**src/rtl/lut_cfg_pkg.sv**
```systemverilog
// Shared types and defaults for the LUT table loader and its RAM.
// State encoding, default geometry and the beat-count helpers live here
// so the loader and the RAM always agree on table layout.
package lut_cfg_pkg;

  // Loader FSM states
  typedef enum logic [1:0] {
    EMPTY   = 2'd0,
    LOADING = 2'd1,
    ARMED   = 2'd2,
    ERROR   = 2'd3
  } lut_state_t;

  // Default table geometry: 64 one-bit entries loaded in byte-wide beats
  localparam int DEF_IN_BITS  = 6;
  localparam int DEF_OUT_BITS = 1;
  localparam int DEF_CFG_W    = 8;

  // Number of config beats needed to fill a whole table
  function automatic int calc_nbeats(input int in_bits, input int out_bits, input int cfg_w);
    return ((1 << in_bits) * out_bits) / cfg_w;
  endfunction

  // Width of a beat index; kept at least one bit for single-beat tables
  function automatic int calc_beat_w(input int nbeats);
    return (nbeats > 1) ? $clog2(nbeats) : 1;
  endfunction

endpackage

```
**src/rtl/lut_table_ram.sv**
```systemverilog
// Table storage for the LUT loader: DEPTH x OUT_BITS distributed RAM.
// Written a whole config beat at a time, read one entry at a time through
// a registered output. The storage is a flat bit vector so that beat k,
// bit j lands on flat bit k*CFG_W+j and entry e occupies bits
// e*OUT_BITS .. e*OUT_BITS+OUT_BITS-1, regardless of how beats and entries
// straddle each other.
module lut_table_ram
  import lut_cfg_pkg::*;
#(
  parameter int IN_BITS  = DEF_IN_BITS,
  parameter int OUT_BITS = DEF_OUT_BITS,
  parameter int CFG_W    = DEF_CFG_W,
  parameter int BEAT_W   = calc_beat_w(calc_nbeats(IN_BITS, OUT_BITS, CFG_W))
) (
  input  logic                clk,
  input  logic                rst_n,
  input  logic                wr_en,
  input  logic [BEAT_W-1:0]   wr_beat,
  input  logic [CFG_W-1:0]    wr_data,
  input  logic                rd_en,
  input  logic [IN_BITS-1:0]  rd_addr,
  output logic [OUT_BITS-1:0] rd_data
);

  localparam int DEPTH    = 1 << IN_BITS;
  localparam int TOTAL_W  = DEPTH * OUT_BITS;

  logic [TOTAL_W-1:0] mem;

  // Beat-wide write; contents are deliberately not reset
  always_ff @(posedge clk) begin
    if (wr_en) begin
      mem[int'(wr_beat) * CFG_W +: CFG_W] <= wr_data;
    end
  end

  // Registered single-entry read; a same-edge write is not visible yet
  always_ff @(posedge clk or negedge rst_n) begin
    if (!rst_n) begin
      rd_data <= '0;
    end else if (rd_en) begin
      rd_data <= mem[int'(rd_addr) * OUT_BITS +: OUT_BITS];
    end
  end

endmodule

```
**src/rtl/lut_table_loader.sv**
```systemverilog
// Writer side of the LUT neuron tables.
// Accepts a streamed truth table over the cfg port, checks that it arrives
// as exactly NBEATS beats with cfg_last on the final one, and serves
// one-cycle-latency lookups once a complete table is held. A new beat in
// ARMED starts a reload; any lookup accepted on that same edge still sees
// the old table because the RAM read is registered before the write lands.
// Optional feature macro: LUT_READBACK_EN adds rb_req/rb_valid/rb_data,
// which stream the whole table out one entry per cycle.
module lut_table_loader
  import lut_cfg_pkg::*;
#(
  parameter int IN_BITS  = DEF_IN_BITS,
  parameter int OUT_BITS = DEF_OUT_BITS,
  parameter int CFG_W    = DEF_CFG_W
) (
  input  logic                clk,
  input  logic                rst_n,
  input  logic                cfg_valid,
  output logic                cfg_ready,
  input  logic [CFG_W-1:0]    cfg_data,
  input  logic                cfg_last,
  input  logic                lk_valid,
  output logic                lk_ready,
  input  logic [IN_BITS-1:0]  lk_addr,
  output logic                res_valid,
  output logic [OUT_BITS-1:0] res_data,
  output logic                table_ok,
`ifdef LUT_READBACK_EN
  input  logic                rb_req,
  output logic                rb_valid,
  output logic [OUT_BITS-1:0] rb_data,
`endif
  output logic                cfg_err
);

  localparam int DEPTH  = 1 << IN_BITS;
  localparam int NBEATS = calc_nbeats(IN_BITS, OUT_BITS, CFG_W);
  localparam int BEAT_W = calc_beat_w(NBEATS);
  localparam logic [BEAT_W-1:0]  LAST_BEAT = BEAT_W'(NBEATS - 1);
  localparam logic [IN_BITS-1:0] LAST_ADDR = IN_BITS'(DEPTH - 1);

  lut_state_t          state;
  lut_state_t          state_next;
  logic [BEAT_W-1:0]   cnt;
  logic [BEAT_W-1:0]   cnt_next;
  logic [BEAT_W-1:0]   beat_idx;
  logic                cfg_fire;
  logic                lk_fire;
  logic                rd_en;
  logic [IN_BITS-1:0]  rd_addr;
  logic [OUT_BITS-1:0] ram_rd_data;

  logic                rb_start;
  logic                rb_active;
  logic                rb_busy_next;
  logic [IN_BITS-1:0]  rb_cnt;

  // Handshakes and next-state decode for an accepted config beat
  always_comb begin
    cfg_fire   = cfg_valid & cfg_ready;
    lk_fire    = lk_valid & lk_ready;
    beat_idx   = (state == LOADING) ? cnt : '0;
    state_next = state;
    cnt_next   = cnt;
    if (cfg_fire) begin
      if (beat_idx == LAST_BEAT) begin
        state_next = cfg_last ? ARMED : ERROR;
        cnt_next   = '0;
      end else if (cfg_last) begin
        state_next = ERROR;
        cnt_next   = '0;
      end else begin
        state_next = LOADING;
        cnt_next   = beat_idx + 1'b1;
      end
    end
  end

`ifdef LUT_READBACK_EN
  // Readback start and continuation; a request that coincides with a beat
  // or a lookup is dropped so the single RAM read port is never contended
  always_comb begin
    rb_start     = rb_req & (state == ARMED) & ~rb_active & ~cfg_fire & ~lk_fire;
    rb_busy_next = rb_start | (rb_active & (rb_cnt != LAST_ADDR));
  end

  // Readback address counter and valid strobe, aligned with RAM output
  always_ff @(posedge clk or negedge rst_n) begin
    if (!rst_n) begin
      rb_active <= 1'b0;
      rb_cnt    <= '0;
      rb_valid  <= 1'b0;
    end else if (rb_start) begin
      rb_active <= 1'b1;
      rb_cnt    <= IN_BITS'(1);
      rb_valid  <= 1'b1;
    end else if (rb_active) begin
      rb_valid  <= 1'b1;
      rb_cnt    <= rb_cnt + 1'b1;
      if (rb_cnt == LAST_ADDR) begin
        rb_active <= 1'b0;
      end
    end else begin
      rb_valid  <= 1'b0;
    end
  end

  assign rb_data = ram_rd_data;
`else
  assign rb_start     = 1'b0;
  assign rb_active    = 1'b0;
  assign rb_busy_next = 1'b0;
  assign rb_cnt       = '0;
`endif

  // RAM read port is shared between lookups and readback
  always_comb begin
    rd_en   = lk_fire | rb_start | rb_active;
    rd_addr = lk_addr;
    if (rb_active) begin
      rd_addr = rb_cnt;
    end else if (rb_start) begin
      rd_addr = '0;
    end
  end

  // Loader FSM with registered handshake and status outputs
  always_ff @(posedge clk or negedge rst_n) begin
    if (!rst_n) begin
      state     <= EMPTY;
      cnt       <= '0;
      cfg_ready <= 1'b0;
      lk_ready  <= 1'b0;
      res_valid <= 1'b0;
      table_ok  <= 1'b0;
      cfg_err   <= 1'b0;
    end else begin
      state     <= state_next;
      cnt       <= cnt_next;
      cfg_ready <= ~rb_busy_next;
      lk_ready  <= (state_next == ARMED) & ~rb_busy_next;
      table_ok  <= (state_next == ARMED);
      res_valid <= lk_fire;
      if (cfg_fire) begin
        cfg_err <= (state_next == ERROR);
      end
    end
  end

  assign res_data = ram_rd_data;

  lut_table_ram #(
    .IN_BITS  (IN_BITS),
    .OUT_BITS (OUT_BITS),
    .CFG_W    (CFG_W),
    .BEAT_W   (BEAT_W)
  ) u_ram (
    .clk     (clk),
    .rst_n   (rst_n),
    .wr_en   (cfg_fire),
    .wr_beat (beat_idx),
    .wr_data (cfg_data),
    .rd_en   (rd_en),
    .rd_addr (rd_addr),
    .rd_data (ram_rd_data)
  );

endmodule

```
**config.mk**
```make
export PLATFORM = sky130hd
export DESIGN_NAME = lut_table_loader
export DESIGN_NICKNAME = d
export VERILOG_FILES = /design/src/rtl/lut_cfg_pkg.sv /design/src/rtl/lut_table_ram.sv /design/src/rtl/lut_table_loader.sv
export SDC_FILE = /design/constraint.sdc
export NUM_CORES = 1
export LEC_CHECK = 0
export BUFFER_PORTS_ARGS = -buffer_cell sky130_fd_sc_hd__buf_4
export CAP_MARGIN = 20
export CORE_ASPECT_RATIO = 1.75
export CORE_MARGIN = 5
export CORE_UTILIZATION = 64
export DETAILED_ROUTE_END_ITERATION = 8
export HOLD_SLACK_MARGIN = 0.02
export PLACE_DENSITY = 0.95
export SLEW_MARGIN = 5
export SYNTH_ARGS = -nofsm -noshare
export SYNTH_HDL_FRONTEND = slang
export SYNTH_SLANG_ARGS = --single-unit
```
**constraint.sdc**
```tcl
create_clock -name clk -period 8.8 [get_ports clk]
set_input_delay 1.32 -clock clk [delete_from_list [all_inputs] [get_ports clk]]
set_output_delay 1.32 -clock clk [all_outputs]
set_load 0.01 [all_outputs]
```
==> qor.csv <==
stage,metric,value,unit
status,run_status,"complete, no violations",
pwr,power.switching,162,uW
worst_setup_path,critPathTopFamily,simple AND/OR/NAND/NOR gates,
pwr,p_leak,0.00150,uW
grt,grt_overflow,0,
floorplanning,die_area,7180,um2
finish,layout-drive-gt1-share,18.6,%
sta,slew_violations,0,
yosys,synth_top_cell_by_area,edfxtp_1,
grt,antenna_found_initial,0,
floorplanning,die_w,66.2,um
worst_setup_path,required,8810,ps
finish,area_growth,10.8,%
sta,fmax,304,MHz
floorplanning,fp.coreArea,5500,um2
cts,numCtsBuffers,9,
cts,numClockSinks,74,
yosys,synth_top_area_share,54.3,%
sta,setup_violations,0,
yosys,ys.flop_type,edfxtp_1,
cts,post_cts_buffers,0,
yosys,ys_seq_area_share,61.4,%
pwr,pwr-share-seq,55.4,%
place,port_buffers,24,
finish,num_antenna_cells,0,
place,place_area,3740,um2
yosys,syn-cell-area,3540,um2
floorplanning,rows,36,
worst_setup_path,crit_arrival,3310,ps
finish,fin_cells,372,
cts,cts_tree,done,
routing,firstDrtPassIters,4,
sta,fin_setup_tns,0,ps
yosys,synth_area_per_cell,13.3,um2
floorplanning,initial_core_util,64.4,%
pwr,peakVddDrop,0.000142,V
finish,fin_area,3920,um2
yosys,synth_most_common_cell,edfxtp_1,
sta,clock_skew,7.51,ps
finish,final_util,71.4,%
pwr,combPwrFrac,10.0,%
sta,period_share,37.4,%
sta,grt_setup_unrepaired,no,
yosys,synth_edf_count,64,
yosys,ys_warn_count,0,
floorplanning,die_height,108,um
cts,clockBufferDepth,2,
grt,grtUsageTotal,22.2,%
cts,path_clk_slew,70,ps
pwr,swShare,22.9,%
yosys,ys_types,39,
worst_setup_path,critPathKind,flip-flop to flip-flop,
yosys,yosys.area_share.simple,19.2,%
worst_setup_path,critical_path.max_stage_delay,890,ps
cts,hold_buffers,0,
worst_hold_path,hold_class,flip-flop to flip-flop,
worst_setup_path,cp_slowest_cell,nor4b_1,
yosys,synth_top_family_by_area,simple AND/OR/NAND/NOR gates,
cts,cts_resized,0,
yosys,yosys-top-cells-area,"edfxtp_1, dfrtp_1, and2_1",
yosys,synth_compound_area_share,2.97,%
finish,nets,314,
yosys,async_reset_ff_share,13.5,%
grt,grt_max_degree,22,
worst_setup_path,critical_path.cell_chain,nor2b_1 > nand2_1 > ha_1 > ha_1 > nor4b_1 > and3_1,
worst_setup_path,critPathCaptureType,flip-flop,
pwr,p_clk_share,34.5,%
grt,grt_pass1_wl,11.5,mm
routing,vias,2169,
yosys,synth-adder-area-share,1.41,%
place,place.gp.congestion,0.902,
routing,detail_route.iter0.violations,137,
worst_setup_path,crit_path_start_kind,flip-flop,
worst_setup_path,cp_max_fo,13,
finish,fillers,385,
routing,drc,0,
cts,cts_root_buf,clkbuf_8,
sta,hold_viol,0,
pwr,intPower,545,uW
sta,holdWs,513,ps
pwr,power_density,180,nW/um2
floorplanning,io-pin-count,25,
place,dp.cells,356,
flow_run,drv_cap,0,
routing,routed_via_density,5.83,
routing,ant_nets,0,
grt,grt_pass1_vias,2310,
worst_setup_path,crit_path_frequent_cell,ha_1,
place,hpwl,5.05,mm
routing,routed_wl,6.88,mm
worst_setup_path,path_buf_inv,0,
routing,routedWlPerCell,18.5,um
worst_setup_path,regToRegSetupSlack,5510,ps
yosys,synth_xor_area_share,0.247,%
yosys,synth_commonest_cells,"edfxtp_1, nor2_1, and2_1",
cts,ctsHtreeMaxLevel,3,
yosys,synth_mux_area_share,11.6,%
sta,worstMarginPinSlew,1120,ps
sta,finalCriticalPeriod,3290,ps
yosys,syn_inst,267,
yosys,syn-num-nets,290,
sta,maxSlewHeadroom,24.9,%
yosys,ys_ff_latch,74,
cts,clk-insertion-delay-late,340,ps
stage by stage:
step / power [uW] / setup WS [ps]
6_report: 707 / 5510
3_5_place_dp: 470 / 5560
5_1_grt: 734 / 5210
2_1_floorplan: 447 / 5830
4_1_cts: 711 / 5510
3_3_place_gp: 467 / 5830
worst reg2reg max path: stages, from the launching register on:
cell	delay (ps)
dfrtp_1	390
nor2b_1	250
nand2_1	250
ha_1	260
ha_1	430
nor4b_1	890
and3_1	490
final cells by class:
cell class / instances / area [um2] / share of cell area (%)
inverter: 5 / 18.8 / 0.479
clock buffer: 9 / 124 / 3.16
timing repair buffer: 26 / 195 / 4.98
clock inverter: 7 / 60.1 / 1.53
sequential: 74 / 2170 / 55.4
tap: 76 / 95.1 / 2.43
multi-input combinational: 175 / 1260 / 32.0
routing by layer:
| layer | wire [um] | up-vias | global-route usage (%) |
|---|---|---|---|
| li1 | - | 1021 | - |
| met1 | 2560 | 1056 | 25.8 |
| met2 | 3750 | 69 | 38.4 |
| met3 | 330 | 23 | 4.78 |
| met4 | 239 | 0 | 10.6 |
| met5 | 0 | - | 0 |
final timing paths:
| kind | start | end | cells past startpoint |
|---|---|---|---|
| worst min register to register | cfg_err$_DFFE_PN0P_ | cfg_err$_DFFE_PN0P_ | 2 |
| worst max-delay path | state[1]$_DFF_PN0_ | u_ram.mem[7]$_DFFE_PP_ | 6 |
| max in group asynchronous | rst_n | cnt[0]$_DFFE_PN0P_ | 1 |
| worst min-delay path | cfg_err$_DFFE_PN0P_ | cfg_err$_DFFE_PN0P_ | 2 |
| worst max register to register | state[1]$_DFF_PN0_ | u_ram.mem[7]$_DFFE_PP_ | 6 |
| min in group asynchronous | rst_n | u_ram.rd_data$_DFFE_PN0P_ | 1 |
placed cells by master, fill, tap and decap left out, types with 2 or more instances in the layout:
| cell | count |
|---|---|
| a2111oi_0 | 2 |
| a22o_1 | 3 |
| a31oi_1 | 3 |
| and2_1 | 32 |
| and3_1 | 2 |
| buf_4 | 26 |
| clkbuf_8 | 9 |
| clkinv_2 | 6 |
| dfrtp_1 | 10 |
| edfxtp_1 | 64 |
| ha_1 | 4 |
| inv_1 | 5 |
| mux2_2 | 4 |
| mux2i_1 | 5 |
| mux4_1 | 6 |
| mux4_2 | 7 |
| nand2_1 | 16 |
| nand2b_1 | 11 |
| nand3_1 | 3 |
| nor2_1 | 44 |
| nor2b_1 | 4 |
| nor3_1 | 9 |
| nor4_1 | 4 |
| nor4b_1 | 2 |
| o21ai_0 | 2 |
power by group through the flow:
stage               sequential, uW  combinational (uW)  clock, uW
floorplan                      399                47.6          0
global placement               399                67.6          0
detailed placement             399                70.5          0
CTS                            392                70.9        248
global route                   392                78.4        263
finish                         392                71.0        244
cell families (layout without fill, tap and decap cells):
logic type,count (synthesis),in the layout
and+or+nand+nor,133,133
DFF,74,74
muxes,22,22
buffers and inverters,18,47
AOI/OAI and AO/OA,14,14
adders and majority gates,4,4
other,1,1
xor gates and xnor gates,1,1
sequential cells by signal (all words and copies together) (netlist names):
| signal | count |
|---|---|
| u_ram.mem | 64 |
| cnt | 3 |
| state | 2 |
| cfg_err | 1 |
| cfg_ready | 1 |
| res_valid | 1 |
| table_ok | 1 |
| u_ram.rd_data | 1 |
No activity file was read; power rests on OpenSTA's default activity.
